[config.mk]
export PLATFORM = sky130hd
export DESIGN_NAME = rr_decode_arbiter_flat
export DESIGN_NICKNAME = d
export VERILOG_FILES = /design/src/rtl/rr_decode_arbiter_if.sv /design/src/rtl/rr_decode_arbiter.sv /design/src/flat_wrapper.sv
export SDC_FILE = /design/constraint.sdc
export NUM_CORES = 1
export LEC_CHECK = 0
export ABC_AREA = 1
export ABC_CLOCK_PERIOD_IN_PS = 2600
export BUFFER_PORTS_ARGS = -buffer_cell sky130_fd_sc_hd__buf_4
export CAP_MARGIN = 20
export CORE_MARGIN = 1.5
export CORE_UTILIZATION = 56
export DETAILED_ROUTE_END_ITERATION = 10
export GPL_TIMING_DRIVEN = 0
export PLACE_DENSITY = 0.9
export SYNTH_ARGS = -nofsm -noshare
export SYNTH_HDL_FRONTEND = slang
export SYNTH_SLANG_ARGS = --single-unit
[constraint.sdc]
create_clock -name clk -period 2.6 [get_ports clk]
set_input_delay 0.65 -clock clk [delete_from_list [all_inputs] [get_ports clk]]
set_output_delay 0.65 -clock clk [all_outputs]
set_load 0.005 [all_outputs]
[src/rtl/rr_decode_arbiter_if.sv]
// Handshake bundle between the eight requesters and the decoder-owning arbiter.
interface rr_decode_arbiter_if;
    logic [7:0] req;
    logic       dec_enable;
    logic [2:0] dec_in;
    logic [7:0] gnt;
    logic       busy;
    logic       timeout;

    modport master (output req, input dec_enable, dec_in, gnt, busy, timeout);
    modport slave  (input req, output dec_enable, dec_in, gnt, busy, timeout);
endinterface

[src/rtl/rr_decode_arbiter.sv]
// Round-robin arbiter owning the 3-to-8 decoder enable/select; grants held until release.
// Optional forced release after HOLD_MAX cycles is compiled in with ARB_TIMEOUT_EN.
module rr_decode_arbiter #(
    parameter int HOLD_MAX = 16
) (
    input logic                clk,
    input logic                rst_n,
    rr_decode_arbiter_if.slave bus
);
    typedef enum logic {IDLE, GRANT} state_t;

    if (HOLD_MAX < 2 || HOLD_MAX > 255) begin : g_bad_hold
        $error("rr_decode_arbiter: HOLD_MAX must be in 2..255");
    end

    state_t     state, state_n;
    logic [2:0] ptr, ptr_n;
    logic [2:0] dec_in_q, dec_in_n;
    logic       en_q, en_n;
    logic [7:0] gnt_q, gnt_n;
    logic       to_q, to_n;
    logic [7:0] mask, excl, elig;
    logic       forced, rel, found;
    logic [2:0] win, idx;
    logic       new_grant;

`ifdef ARB_TIMEOUT_EN
    logic [7:0] cnt, cnt_n;
    logic [7:0] mask_n;

    assign forced = (state == GRANT) && bus.req[dec_in_q] && (cnt == 8'(HOLD_MAX - 1));
`else
    assign forced = 1'b0;
    assign mask   = 8'h00;
`endif

    // A forced-out requester is excluded from the re-arbitration on the same edge.
    assign excl = forced ? (8'h01 << dec_in_q) : 8'h00;
    assign elig = bus.req & ~mask & ~excl;
    assign rel  = (state == GRANT) && (!bus.req[dec_in_q] || forced);

    // Descending scan so the smallest offset from ptr overwrites the rest.
    always_comb begin
        win   = 3'd0;
        found = 1'b0;
        idx   = 3'd0;
        for (int i = 7; i >= 0; i--) begin
            idx = ptr + 3'(i);
            if (elig[idx]) begin
                win   = idx;
                found = 1'b1;
            end
        end
    end

    always_ff @(posedge clk) begin
        if (!rst_n) begin
            state    <= IDLE;
            ptr      <= 3'd0;
            dec_in_q <= 3'd0;
            en_q     <= 1'b0;
            gnt_q    <= 8'h00;
            to_q     <= 1'b0;
        end else begin
            state    <= state_n;
            ptr      <= ptr_n;
            dec_in_q <= dec_in_n;
            en_q     <= en_n;
            gnt_q    <= gnt_n;
            to_q     <= to_n;
        end
    end

    always_comb begin
        state_n   = state;
        ptr_n     = ptr;
        dec_in_n  = dec_in_q;
        en_n      = en_q;
        new_grant = 1'b0;
        to_n      = forced;
        if (state == IDLE || rel) begin
            if (found) begin
                state_n   = GRANT;
                en_n      = 1'b1;
                dec_in_n  = win;
                ptr_n     = win + 3'd1;
                new_grant = 1'b1;
            end else begin
                state_n = IDLE;
                en_n    = 1'b0;
            end
        end
        gnt_n = en_n ? (8'h01 << dec_in_n) : 8'h00;
    end

`ifdef ARB_TIMEOUT_EN
    always_comb begin
        mask_n = (mask & bus.req) | excl;
        if (new_grant || state_n == IDLE) cnt_n = 8'd0;
        else                              cnt_n = cnt + 8'd1;
    end

    always_ff @(posedge clk) begin
        if (!rst_n) begin
            cnt  <= 8'd0;
            mask <= 8'h00;
        end else begin
            cnt  <= cnt_n;
            mask <= mask_n;
        end
    end
`endif

    assign bus.dec_enable = en_q;
    assign bus.dec_in     = dec_in_q;
    assign bus.gnt        = gnt_q;
    assign bus.busy       = (state == GRANT);
    assign bus.timeout    = to_q;
endmodule

[src/flat_wrapper.sv]
// flat-port wrapper written by rule: the top's interface ports become plain ports
module rr_decode_arbiter_flat 
#(
    parameter int HOLD_MAX = 16
)
  (clk, rst_n, bus_req, bus_dec_enable, bus_dec_in, bus_gnt, bus_busy, bus_timeout);
  rr_decode_arbiter_if bus_i ();
  input logic clk;
  input logic rst_n;
  input wire logic [$bits(bus_i.req)-1:0] bus_req;
  output wire logic [$bits(bus_i.dec_enable)-1:0] bus_dec_enable;
  output wire logic [$bits(bus_i.dec_in)-1:0] bus_dec_in;
  output wire logic [$bits(bus_i.gnt)-1:0] bus_gnt;
  output wire logic [$bits(bus_i.busy)-1:0] bus_busy;
  output wire logic [$bits(bus_i.timeout)-1:0] bus_timeout;
  assign bus_i.req = bus_req;
  assign bus_dec_enable = bus_i.dec_enable;
  assign bus_dec_in = bus_i.dec_in;
  assign bus_gnt = bus_i.gnt;
  assign bus_busy = bus_i.busy;
  assign bus_timeout = bus_i.timeout;
  rr_decode_arbiter #(.HOLD_MAX(HOLD_MAX)) u_core (.clk(clk), .rst_n(rst_n), .bus(bus_i));
endmodule
==> results of run 1 <==
layer usage:
layer  GRT usage [%]  up-vias
met4            15.8        0
met3            3.11       17
met1            32.5      660
li1                -      743
met5               0        -
met2            47.5       54
cell usage in the layout (no fill, tap or decap), drive strengths merged:
cell	synthesis	final
nand3b	1	1
o211ai	1	1
xor2	1	1
a21oi	12	12
o221ai	1	1
nand2	75	75
buf	5	35
clkinv	1	1
o22ai	1	1
o21ai	10	10
a31oi	1	1
o21a	1	1
nand3	33	33
nor3	1	1
o211a	1	1
dfxtp	16	16
clkbuf	0	4
ha	2	2
conb	1	1
inv	24	24
nor2	21	21
sequential cells by signal, indices dropped and copies added, names as in the netlist:
signal,count
u_core.bus.gnt,8
u_core.bus.dec_in,3
u_core.ptr,3
u_core.bus.busy,1
u_core.bus.dec_enable,1
final timing paths:
| path | start | endpoint | cells after the start |
|---|---|---|---|
| max | u_core.ptr[0] | u_core.bus.gnt[1] | 17 |
| min | u_core.bus.dec_enable | u_core.bus.dec_enable | 2 |
| max reg2reg | u_core.ptr[0] | u_core.bus.gnt[1] | 17 |
| min reg2reg | u_core.bus.dec_enable | u_core.bus.dec_enable | 2 |
stage by stage:
| stage | hold slack (ns) | worst slack [ns] | total power [uW] | setup TNS [ns] | area [sq um] |
|---|---|---|---|---|---|
| after floorplan | 0.531 | 0.259 | 1990 | 0 | 1410 |
| after global placement | 0.532 | -0.0811 | 2340 | -0.558 | 1620 |
| after detailed placement | 0.533 | -0.140 | 2400 | -1.02 | 1620 |
| after CTS | 0.548 | 0.0690 | 2640 | 0 | 1690 |
| after global routing | 0.568 | 0.0197 | 3080 | 0 | 1760 |
| final | 0.542 | 0.171 | 2810 | 0 | 1760 |
power by group through the flow:
stage	Sequential, uW	Clock [uW]	Combinational [uW]
4_1_cts	383	169	2090
5_1_grt	396	175	2510
3_5_place_dp	385	0	2020
6_report	386	163	2260
3_3_place_gp	382	0	1960
2_1_floorplan	384	0	1600
critical path: stages (launching register included):
cell	delay (ns)
dfxtp_2	0.35
buf_6	0.12
inv_4	0.04
buf_12	0.14
ha_4	0.31
buf_4	0.12
nand3_2	0.09
nand3_2	0.10
nand2_2	0.08
nor2_2	0.13
nand3_2	0.10
nor3_4	0.21
nor2_4	0.12
nand2_2	0.12
o21ai_4	0.08
inv_2	0.07
nand2_1	0.07
nor2_1	0.12
timing repair:
action                     4_1_cts  5_1_grt
pin swaps                        1        4
hold buffers                     0        0
buffers inserted                 1        7
hold endpoints to repair         0        0
gates resized for setup          5        6
setup endpoints to repair       12       12
layout make-up:
class / count / area (sq um) / area share [%]
inverters: 25 / 111 / 6.33
plain buffers: 5 / 57.6 / 3.27
flip-flops and latches: 16 / 322 / 18.3
multi-input cells: 163 / 971 / 55.2
repair buffers: 30 / 225 / 12.8
clock buffers: 4 / 36.3 / 2.06
well taps: 30 / 37.5 / 2.13
kinds of logic after synthesis:
family / after synthesis / synth area share, %
AND/OR/NAND/NOR: 131 / 49.6
buffers and inverters: 30 / 11.2
AO/OA/AOI/OAI: 28 / 13.3
flip-flops: 16 / 22.7
adder cells (fa/ha/maj): 2 / 1.77
XOR/XNOR: 1 / 1.15
other: 1 / 0.265
==> impl_metrics.csv, run 1 <==
group,metric,value,unit
drt,dr.pass1.iters,4,
drt,dr_total_vias,1474,
drt,top_layer,"met4",
sta,drv_slew,0,
logic_synthesis,synthFlopType,"dfxtp_1",
logic_synthesis,post-synth-top-area-fraction,22.7,%
logic_synthesis,yosysUniqueCellTypes,34,
power_and_ir_drop,clkPwrFrac,5.8,%
power_and_ir_drop,p_sw_share,54.6,%
drt,wl_met2,1760,microns
die,start_util,58.1,%
logic_synthesis,async_flop_share,0,%
grt,grt_usage,27.6,%
grt,grt_antenna_before_repair,0,
cts,root_buffer,"clkbuf_4",
die,dieWidth,53.2,microns
drt,avgViaCountPerCell,5.40,
logic_synthesis,ys_ff_latch,16,
drt,postRouteAntennaNets,0,
drt,drt_iter0_markers,35,
layout,fin_cells,273,
die,die_y,53.2,microns
drt,drc,0,
cts,cts.sinks,16,
place,dp_cells,261,
logic_synthesis,yosys.area.top_type,"dfxtp_1",
status,run_status,"finished, final reports clean",
die,core_area,2430,sq um
logic_synthesis,yosys.cell_count.top_type,"nand2_1",
logic_synthesis,yosys_warnings,0,
layout,fillers,186,
layout,area_delta_synth_final,24.5,%
layout,drive_gt1_share,41.6,%
grt,grt_start_max_net_pins,11,
worst_setup_path,setup.worst_path.start_class,"flop",
power_and_ir_drop,seqPwrFrac,13.8,%
die,top_level_ports,24,
worst_setup_path,crit_arrival,2.66,ns
grt,grt_pass1_vias,1340,
logic_synthesis,synthTopCellsByCount,"nand2_1, nand3_1, nor2_1",
sta,skew,0.00104,ns
die,die-area,2840,sq um
drt,wl_met3,175,microns
cts,clk_latency,0.29,ns
power_and_ir_drop,p_int,1270,uW
grt,gr-total-overflow,0,
sta,finalCritPeriodShare,93.4,%
worst_setup_path,ff2ff_setup_slack,0.17,ns
drt,wl_met1,1540,microns
layout,fin_nets,256,
sta,hold_violations,0,
logic_synthesis,synthCells,209,
sta,rsz0062_at_grt,"no",
worst_hold_path,hold_path_class,"flop to flop",
grt,grt_pass1_wl,5710,microns
cts,cts_made_buffers,3,
cts,ctsHtreeMaxLevel,1,
place,dp_hpwl,2650,microns
power_and_ir_drop,power_frac_comb,80.4,%
worst_setup_path,cp_max_fo,10,
logic_synthesis,synth.avg_cell_area,6.76,sq um
logic_synthesis,synth_area_leaders,"dfxtp_1, nand2_1, nand3_2, nand2_2, nand3_1",
sta,finalSetupViolCount,0,
drt,wl_per_cell,13.2,microns
place,place_congestion,0.958,
layout,final_util,72.4,%
logic_synthesis,synth-edff-count,0,
die,placement_rows,18,
power_and_ir_drop,power.switching,1530,uW
sta,period_minus_slack,2.43,ns
cts,cts_tree,"built",
drt,wl,3600,microns
logic_synthesis,syn_area,1410,sq um
logic_synthesis,syn_nets,221,
cts,cts_buffer_depth,2,
worst_setup_path,cp.required,2.83,ns
flow_run,drv_cap,0,
place,io_buffers,22,
cts,clkTransAtPathRegs,0.09,ns
power_and_ir_drop,leakage,0.000900,uW
worst_setup_path,worstSetupPathType,"flop to flop",
power_and_ir_drop,vdd_drop_max,1000,uV
layout,diodes,0,
power_and_ir_drop,power_density,1590,nW/um^2
logic_synthesis,ys_seq_area_share,22.7,%
sta,max_freq,412,MHz
worst_setup_path,cp-end-kind,"flop",
Power figures use the tool's default switching activity.
==> run 2: changes to the inputs <==
--- a/config.mk
+++ b/config.mk
@@ -5,15 +5,17 @@
 export SDC_FILE = /design/constraint.sdc
 export NUM_CORES = 1
 export LEC_CHECK = 0
-export ABC_AREA = 1
+export ABC_AREA = 0
 export ABC_CLOCK_PERIOD_IN_PS = 2600
 export BUFFER_PORTS_ARGS = -buffer_cell sky130_fd_sc_hd__buf_4
 export CAP_MARGIN = 20
+export CELL_PAD_IN_SITES_DETAIL_PLACEMENT = 1
+export CELL_PAD_IN_SITES_GLOBAL_PLACEMENT = 1
 export CORE_MARGIN = 1.5
-export CORE_UTILIZATION = 56
+export CORE_UTILIZATION = 43
 export DETAILED_ROUTE_END_ITERATION = 10
 export GPL_TIMING_DRIVEN = 0
-export PLACE_DENSITY = 0.9
+export PLACE_DENSITY = 0.89
 export SYNTH_ARGS = -nofsm -noshare
 export SYNTH_HDL_FRONTEND = slang
 export SYNTH_SLANG_ARGS = --single-unit
==> impl_metrics.csv, run 2 <==
group,metric,value,unit
logic_synthesis,ys_seq_area_share,21.3,%
logic_synthesis,syn_nets,172,
place,dp_slack,-0.957,ns
layout,area_delta_synth_final,45.3,%
drt,dr.pass1.iters,4,
power_and_ir_drop,p_sw_share,49.6,%
status,run_status,"finished, violations left",
grt,gr-total-overflow,0,
grt,grt_pass1_wl,10200,microns
place,place_congestion,0.906,
layout,multiInputGateArea,1290,sq um
drt,wl_met3,596,microns
worst_setup_path,worstSetupPathType,"flop to flop",
logic_synthesis,syn_area,1500,sq um
die,top_level_ports,24,
drt,postRouteAntennaNets,0,
layout,largest_reg_flops,8,
cts,clk_latency,0.31,ns
power_and_ir_drop,power_density,1540,nW/um^2
sta,worst_pin_slew,0.614,ns
sta,finalCritPeriodShare,122,%
power_and_ir_drop,power.switching,1670,uW
drt,wl_met2,3560,microns
logic_synthesis,synth_mux_area_share,34.5,%
logic_synthesis,ys_ff_latch,16,
cts,cts.sinks,16,
layout,fin_nets,223,
worst_hold_path,hold_path_class,"input pin to flop",
grt,grt_antenna_before_repair,0,
drt,avgViaCountPerCell,6.85,
layout,fillers,379,
worst_setup_path,cp_max_fo,5,
logic_synthesis,post-synth-top-area-fraction,21.3,%
layout,mostFrequentLayoutCells,"buf_4, nor2_1, dfxtp_1",
sta,max_freq,315,MHz
die,start_util,45.0,%
worst_setup_path,slowest_delay,0.53,ns
worst_setup_path,cp.required,2.77,ns
die,dieWidth,62.1,microns
logic_synthesis,async_flop_share,0,%
sta,skew,0.00823,ns
logic_synthesis,synth_fa_ha_area_share,1.67,%
logic_synthesis,yosys_warnings,0,
logic_synthesis,synthFlopType,"dfxtp_1",
logic_synthesis,synth_top_family_by_area,"multiplexers",
die,die-area,3860,sq um
sta,relSlewSlack,58.9,%
sta,rsz0062_at_grt,"yes",
logic_synthesis,synth-simple-area-share,15.0,%
worst_setup_path,ff2ff_setup_slack,-0.57,ns
logic_synthesis,yosysUniqueCellTypes,46,
layout,seq_area,323,sq um
sta,hold_violations,0,
power_and_ir_drop,seqPwrFrac,11.0,%
logic_synthesis,synthTopCellsByCount,"dfxtp_1, nor2_1, mux2i_1",
logic_synthesis,yosys.cell_count.top_type,"dfxtp_1",
logic_synthesis,yosys.area.top_type,"dfxtp_1",
drt,wl,7200,microns
cts,cts_buffer_depth,2,
worst_setup_path,cp-end-kind,"flop",
power_and_ir_drop,clkPwrFrac,5.1,%
logic_synthesis,synth_area_leaders,"dfxtp_1, mux4_2, mux2i_1, mux2_2, mux4_1",
cts,cts_tree,"built",
worst_setup_path,slowest_stage,"mux4_2",
worst_setup_path,crit_chain,"buf_6, buf_12, inv_8, ha_4, mux4_2, mux2_4, buf_4, a311oi_2, a21o_1, a22oi_2, o31ai_2, nor3_1",
drt,drt_iter0_markers,123,
logic_synthesis,synthCells,160,
drt,dr_total_vias,1754,
die,placement_rows,21,
layout,drive_gt1_share,52.4,%
sta,period_minus_slack,3.17,ns
sta,fin_ws,-0.573,ns
flow_run,drv_cap,0,
power_and_ir_drop,vdd_drop_max,804,uV
grt,grt_usage,38.4,%
cts,root_buffer,"clkbuf_4",
status,failed_checks,"negative setup slack",
sta,drv_slew,0,
die,core_area,3340,sq um
drt,wl_met1,2680,microns
place,dp_hpwl,3490,microns
drt,drc,0,
worst_setup_path,crit_arrival,3.34,ns
grt,grt_start_max_net_pins,11,
cts,cts_made_buffers,3,
power_and_ir_drop,power_frac_comb,83.9,%
layout,diodes,0,
drt,top_layer,"met4",
logic_synthesis,synth-compound-area-share,20.1,%
sta,finalSetupViolCount,14,
logic_synthesis,synth.avg_cell_area,9.38,sq um
grt,grt_pass1_vias,1759,
place,io_buffers,22,
cts,clkTransAtPathRegs,0.10,ns
logic_synthesis,synth_xor_area_share,1.75,%
layout,final_common_cell,"buf_4",
power_and_ir_drop,leakage,0.000897,uW
power_and_ir_drop,p_int,1690,uW
die,die_y,62.1,microns
drt,wl_per_cell,28.1,microns
logic_synthesis,synth-edff-count,0,
cts,cts_hold_buf,0,
cts,ctsHtreeMaxLevel,1,
sta,tns,-6.29,ns
worst_setup_path,setup.worst_path.start_class,"flop",
[run 2: cell types whose count changed in the layout (fill, tap and decap cells not counted), moves of 9 or more]
cell	delta
nand3_1	-11
buf_4	+15
nand3_2	-18
mux2i_1	+10
mux4_2	+9
nand2_1	-52
nand2_2	-15
[run 2: worst paths after layout]
kind | start | end | cells past startpoint
hold reg to reg | u_core.bus.dec_enable | u_core.bus.dec_enable | 1
hold / removal | rst_n | u_core.bus.dec_in[0] | 2
setup / recovery | u_core.ptr[1] | u_core.bus.gnt[0] | 12
setup reg to reg | u_core.ptr[1] | u_core.bus.gnt[0] | 12
[run 2: area by class of cell]
type,count,share of cell area (%)
multi-input combinational,127,59.1
timing repair buffer,47,16.3
sequential,16,14.8
buffer,8,3.61
tap,46,2.64
inverter,8,1.89
clock buffer,4,1.66
[run 2: cell families (layout without fill, tap and decap cells)]
| kind of cell | Yosys count | after routing |
|---|---|---|
| DFF | 16 | 16 |
| buffers and inverters | 17 | 67 |
| muxes | 34 | 34 |
| other | 1 | 1 |
| adders and majority gates | 2 | 2 |
| xor gates and xnor gates | 3 | 3 |
| and+or+nand+nor | 46 | 46 |
| AOI/OAI and AO/OA | 41 | 41 |
[run 2: critical path: cells and delay by family, from the launching register on]
kind	cells	cell delay, ns
AO/OA/AOI/OAI	4	1.05
buffers and inverters	4	0.39
adder cells (fa/ha/maj)	1	0.28
multiplexers	2	0.83
flip-flops	1	0.35
AND/OR/NAND/NOR	1	0.14
[run 2: routing by layer]
| metal | up-vias | GRT usage, % |
|---|---|---|
| met5 | - | 0 |
| met2 | 130 | 63.5 |
| met4 | 0 | 10.0 |
| met3 | 40 | 7.25 |
| met1 | 862 | 51.5 |
| li1 | 722 | - |
[run 2: what timing repair did]
item                       4_1_cts  5_1_grt
resized for setup               31       16
setup endpoints to repair       16       14
setup buffers                   20        5
pin swaps                        9       11
[run 2: power by group through the flow]
stage               Sequential (uW)  Combinational, uW  Clock (uW)
finish                          371               2810         171
CTS                             368               2330         167
global route                    377               2910         183
floorplan                       365               1350           0
global placement                367               1680           0
detailed placement              369               1790           0
[run 2: through the flow]
step	utilization (%)	instance area (sq um)	instances	total power, uW	hold slack, ns
after floorplan	-	1550	160	1720	0.508
after global placement	53.1	1770	228	2040	0.512
after detailed placement	53.1	1770	228	2150	0.521
after CTS	62.9	2100	251	2860	0.600
after global routing	65.4	2180	256	3470	0.596
final	65.4	2180	256	3360	0.606
==> run 3: changes to the inputs <==
--- a/config.mk
+++ b/config.mk
@@ -11,11 +11,12 @@
 export CAP_MARGIN = 20
 export CELL_PAD_IN_SITES_DETAIL_PLACEMENT = 1
 export CELL_PAD_IN_SITES_GLOBAL_PLACEMENT = 1
-export CORE_MARGIN = 1.5
+export CORE_MARGIN = 2
 export CORE_UTILIZATION = 43
 export DETAILED_ROUTE_END_ITERATION = 10
 export GPL_TIMING_DRIVEN = 0
-export PLACE_DENSITY = 0.89
+export PLACE_DENSITY = 0.81
+export SKIP_CTS_REPAIR_TIMING = 1
 export SYNTH_ARGS = -nofsm -noshare
 export SYNTH_HDL_FRONTEND = slang
 export SYNTH_SLANG_ARGS = --single-unit
==> impl_metrics.csv, run 3 (same netlist as run 2, synthesis figures left out) <==
group,metric,value,unit
worst_setup_path,crit_chain,"buf_6, buf_12, inv_8, ha_4, mux4_2, mux2_4, or2_4, or3_4, and3_4, or3_4, a32o_1",
power_and_ir_drop,clkPwrFrac,5.4,%
die,dieWidth,63.1,microns
grt,gr-total-overflow,0,
drt,dr_total_vias,1636,
layout,final_util,63.1,%
layout,area_delta_synth_final,40.3,%
power_and_ir_drop,seqPwrFrac,12.4,%
drt,drc,0,
layout,mostFrequentLayoutCells,"buf_4, nor2_1, dfxtp_1",
die,start_util,45.0,%
place,dp_cells,228,
cts,cts_tree,"built",
worst_setup_path,crit_family,"simple AND/OR/NAND/NOR gates",
place,place_congestion,0.881,
sta,relSlewSlack,57.2,%
worst_setup_path,setup.worst_path.start_class,"flop",
die,die_y,63.1,microns
sta,rsz0062_at_grt,"yes",
layout,fillers,383,
sta,max_freq,302,MHz
drt,avgViaCountPerCell,6.57,
sta,finalSetupViolCount,14,
worst_setup_path,worstSetupPathType,"flop to flop",
sta,tns,-7.57,ns
cts,cts_made_buffers,3,
place,dp_hpwl,3510,microns
worst_setup_path,cp_max_fo,6,
worst_setup_path,cp-end-kind,"flop",
layout,fin_cells,249,
place,io_buffers,22,
layout,diodes,0,
grt,grt_antenna_before_repair,0,
sta,skew,0.00404,ns
drt,dr.pass1.iters,4,
power_and_ir_drop,power.switching,1490,uW
layout,drive_gt1_share,48.3,%
power_and_ir_drop,power_density,1440,nW/um^2
cts,ctsHtreeMaxLevel,1,
power_and_ir_drop,p_sw_share,49.2,%
worst_setup_path,cp_num_buf_inv,3,
die,die-area,3980,sq um
drt,wl,5940,microns
worst_setup_path,crit_arrival,3.50,ns
cts,cts_buffer_depth,2,
grt,grt_start_max_net_pins,11,
power_and_ir_drop,power_frac_comb,82.2,%
grt,grt_pass1_vias,1493,
cts,cts.sinks,16,
drt,wl_per_cell,23.8,microns
drt,wl_met1,2510,microns
layout,final_common_cell,"buf_4",
cts,root_buffer,"clkbuf_4",
status,failed_checks,"negative setup slack",
sta,worst_pin_slew,0.639,ns
sta,period_minus_slack,3.31,ns
grt,grt_pass1_wl,7530,microns
sta,hold_violations,0,
worst_setup_path,crit_top_cell,"or3_4",
grt,grt_usage,23.6,%
drt,postRouteAntennaNets,0,
worst_hold_path,hold_path_class,"input pin to flop",
layout,fin_nets,216,
worst_setup_path,slowest_stage,"mux4_2",
die,core_area,3340,sq um
sta,drv_slew,0,
worst_setup_path,slowest_delay,0.58,ns
worst_setup_path,cp.required,2.79,ns
die,top_level_ports,24,
drt,top_layer,"met4",
power_and_ir_drop,vdd_drop_max,700,uV
flow_run,drv_cap,0,
power_and_ir_drop,leakage,0.000852,uW
status,run_status,"finished, violations left",
power_and_ir_drop,p_int,1540,uW
sta,fin_ws,-0.709,ns
layout,largest_reg_flops,8,
place,dp_slack,-0.884,ns
drt,drt_iter0_markers,75,
drt,wl_met3,358,microns
cts,clk_latency,0.29,ns
sta,finalCritPeriodShare,127,%
drt,wl_met2,2950,microns
cts,clkTransAtPathRegs,0.09,ns
die,placement_rows,21,
[run 3: power by group through the flow]
stage / Combinational, uW / Clock, uW / Sequential, uW
after global placement: 1690 / 0 / 364
after CTS: 1800 / 160 / 365
after global routing: 2610 / 177 / 380
after floorplan: 1350 / 0 / 365
final: 2490 / 164 / 376
after detailed placement: 1780 / 0 / 371
[run 3: cell type report]
class                   count  area (sq um)  area share, %
multi-input cells         127          1270           60.5
flip-flops and latches     16           323           15.3
repair buffers             40           304           14.4
plain buffers               8          70.1           3.33
well taps                  46          57.6           2.73
inverters                   8          41.3           1.96
clock buffers               4          36.3           1.72
[run 3: per-layer routing]
layer	GRT usage, %	up-vias
met5	0	-
met4	5.00	0
met3	4.64	14
met2	40.4	75
met1	30.7	831
li1	-	716
[run 3: worst paths after layout]
| path | start | endpoint | cells after the start | slack [ns] |
|---|---|---|---|---|
| worst min register to register | u_core.bus.dec_enable | u_core.bus.dec_enable | 1 | 0.66 |
| worst min-delay path | rst_n | u_core.bus.dec_in[0] | 2 | 0.62 |
| worst max register to register | u_core.ptr[1] | u_core.ptr[1] | 11 | -0.71 |
| worst max-delay path | u_core.ptr[1] | u_core.ptr[1] | 11 | -0.71 |
[run 3: per-stage QoR]
step                instance area [sq um]  total power (uW)  hold slack (ns)
detailed placement                   1770              2160            0.538
floorplan                            1550              1720            0.508
global placement                     1770              2060            0.534
finish                               2110              3030            0.621
CTS                                  1810              2330            0.565
global route                         2110              3170            0.612
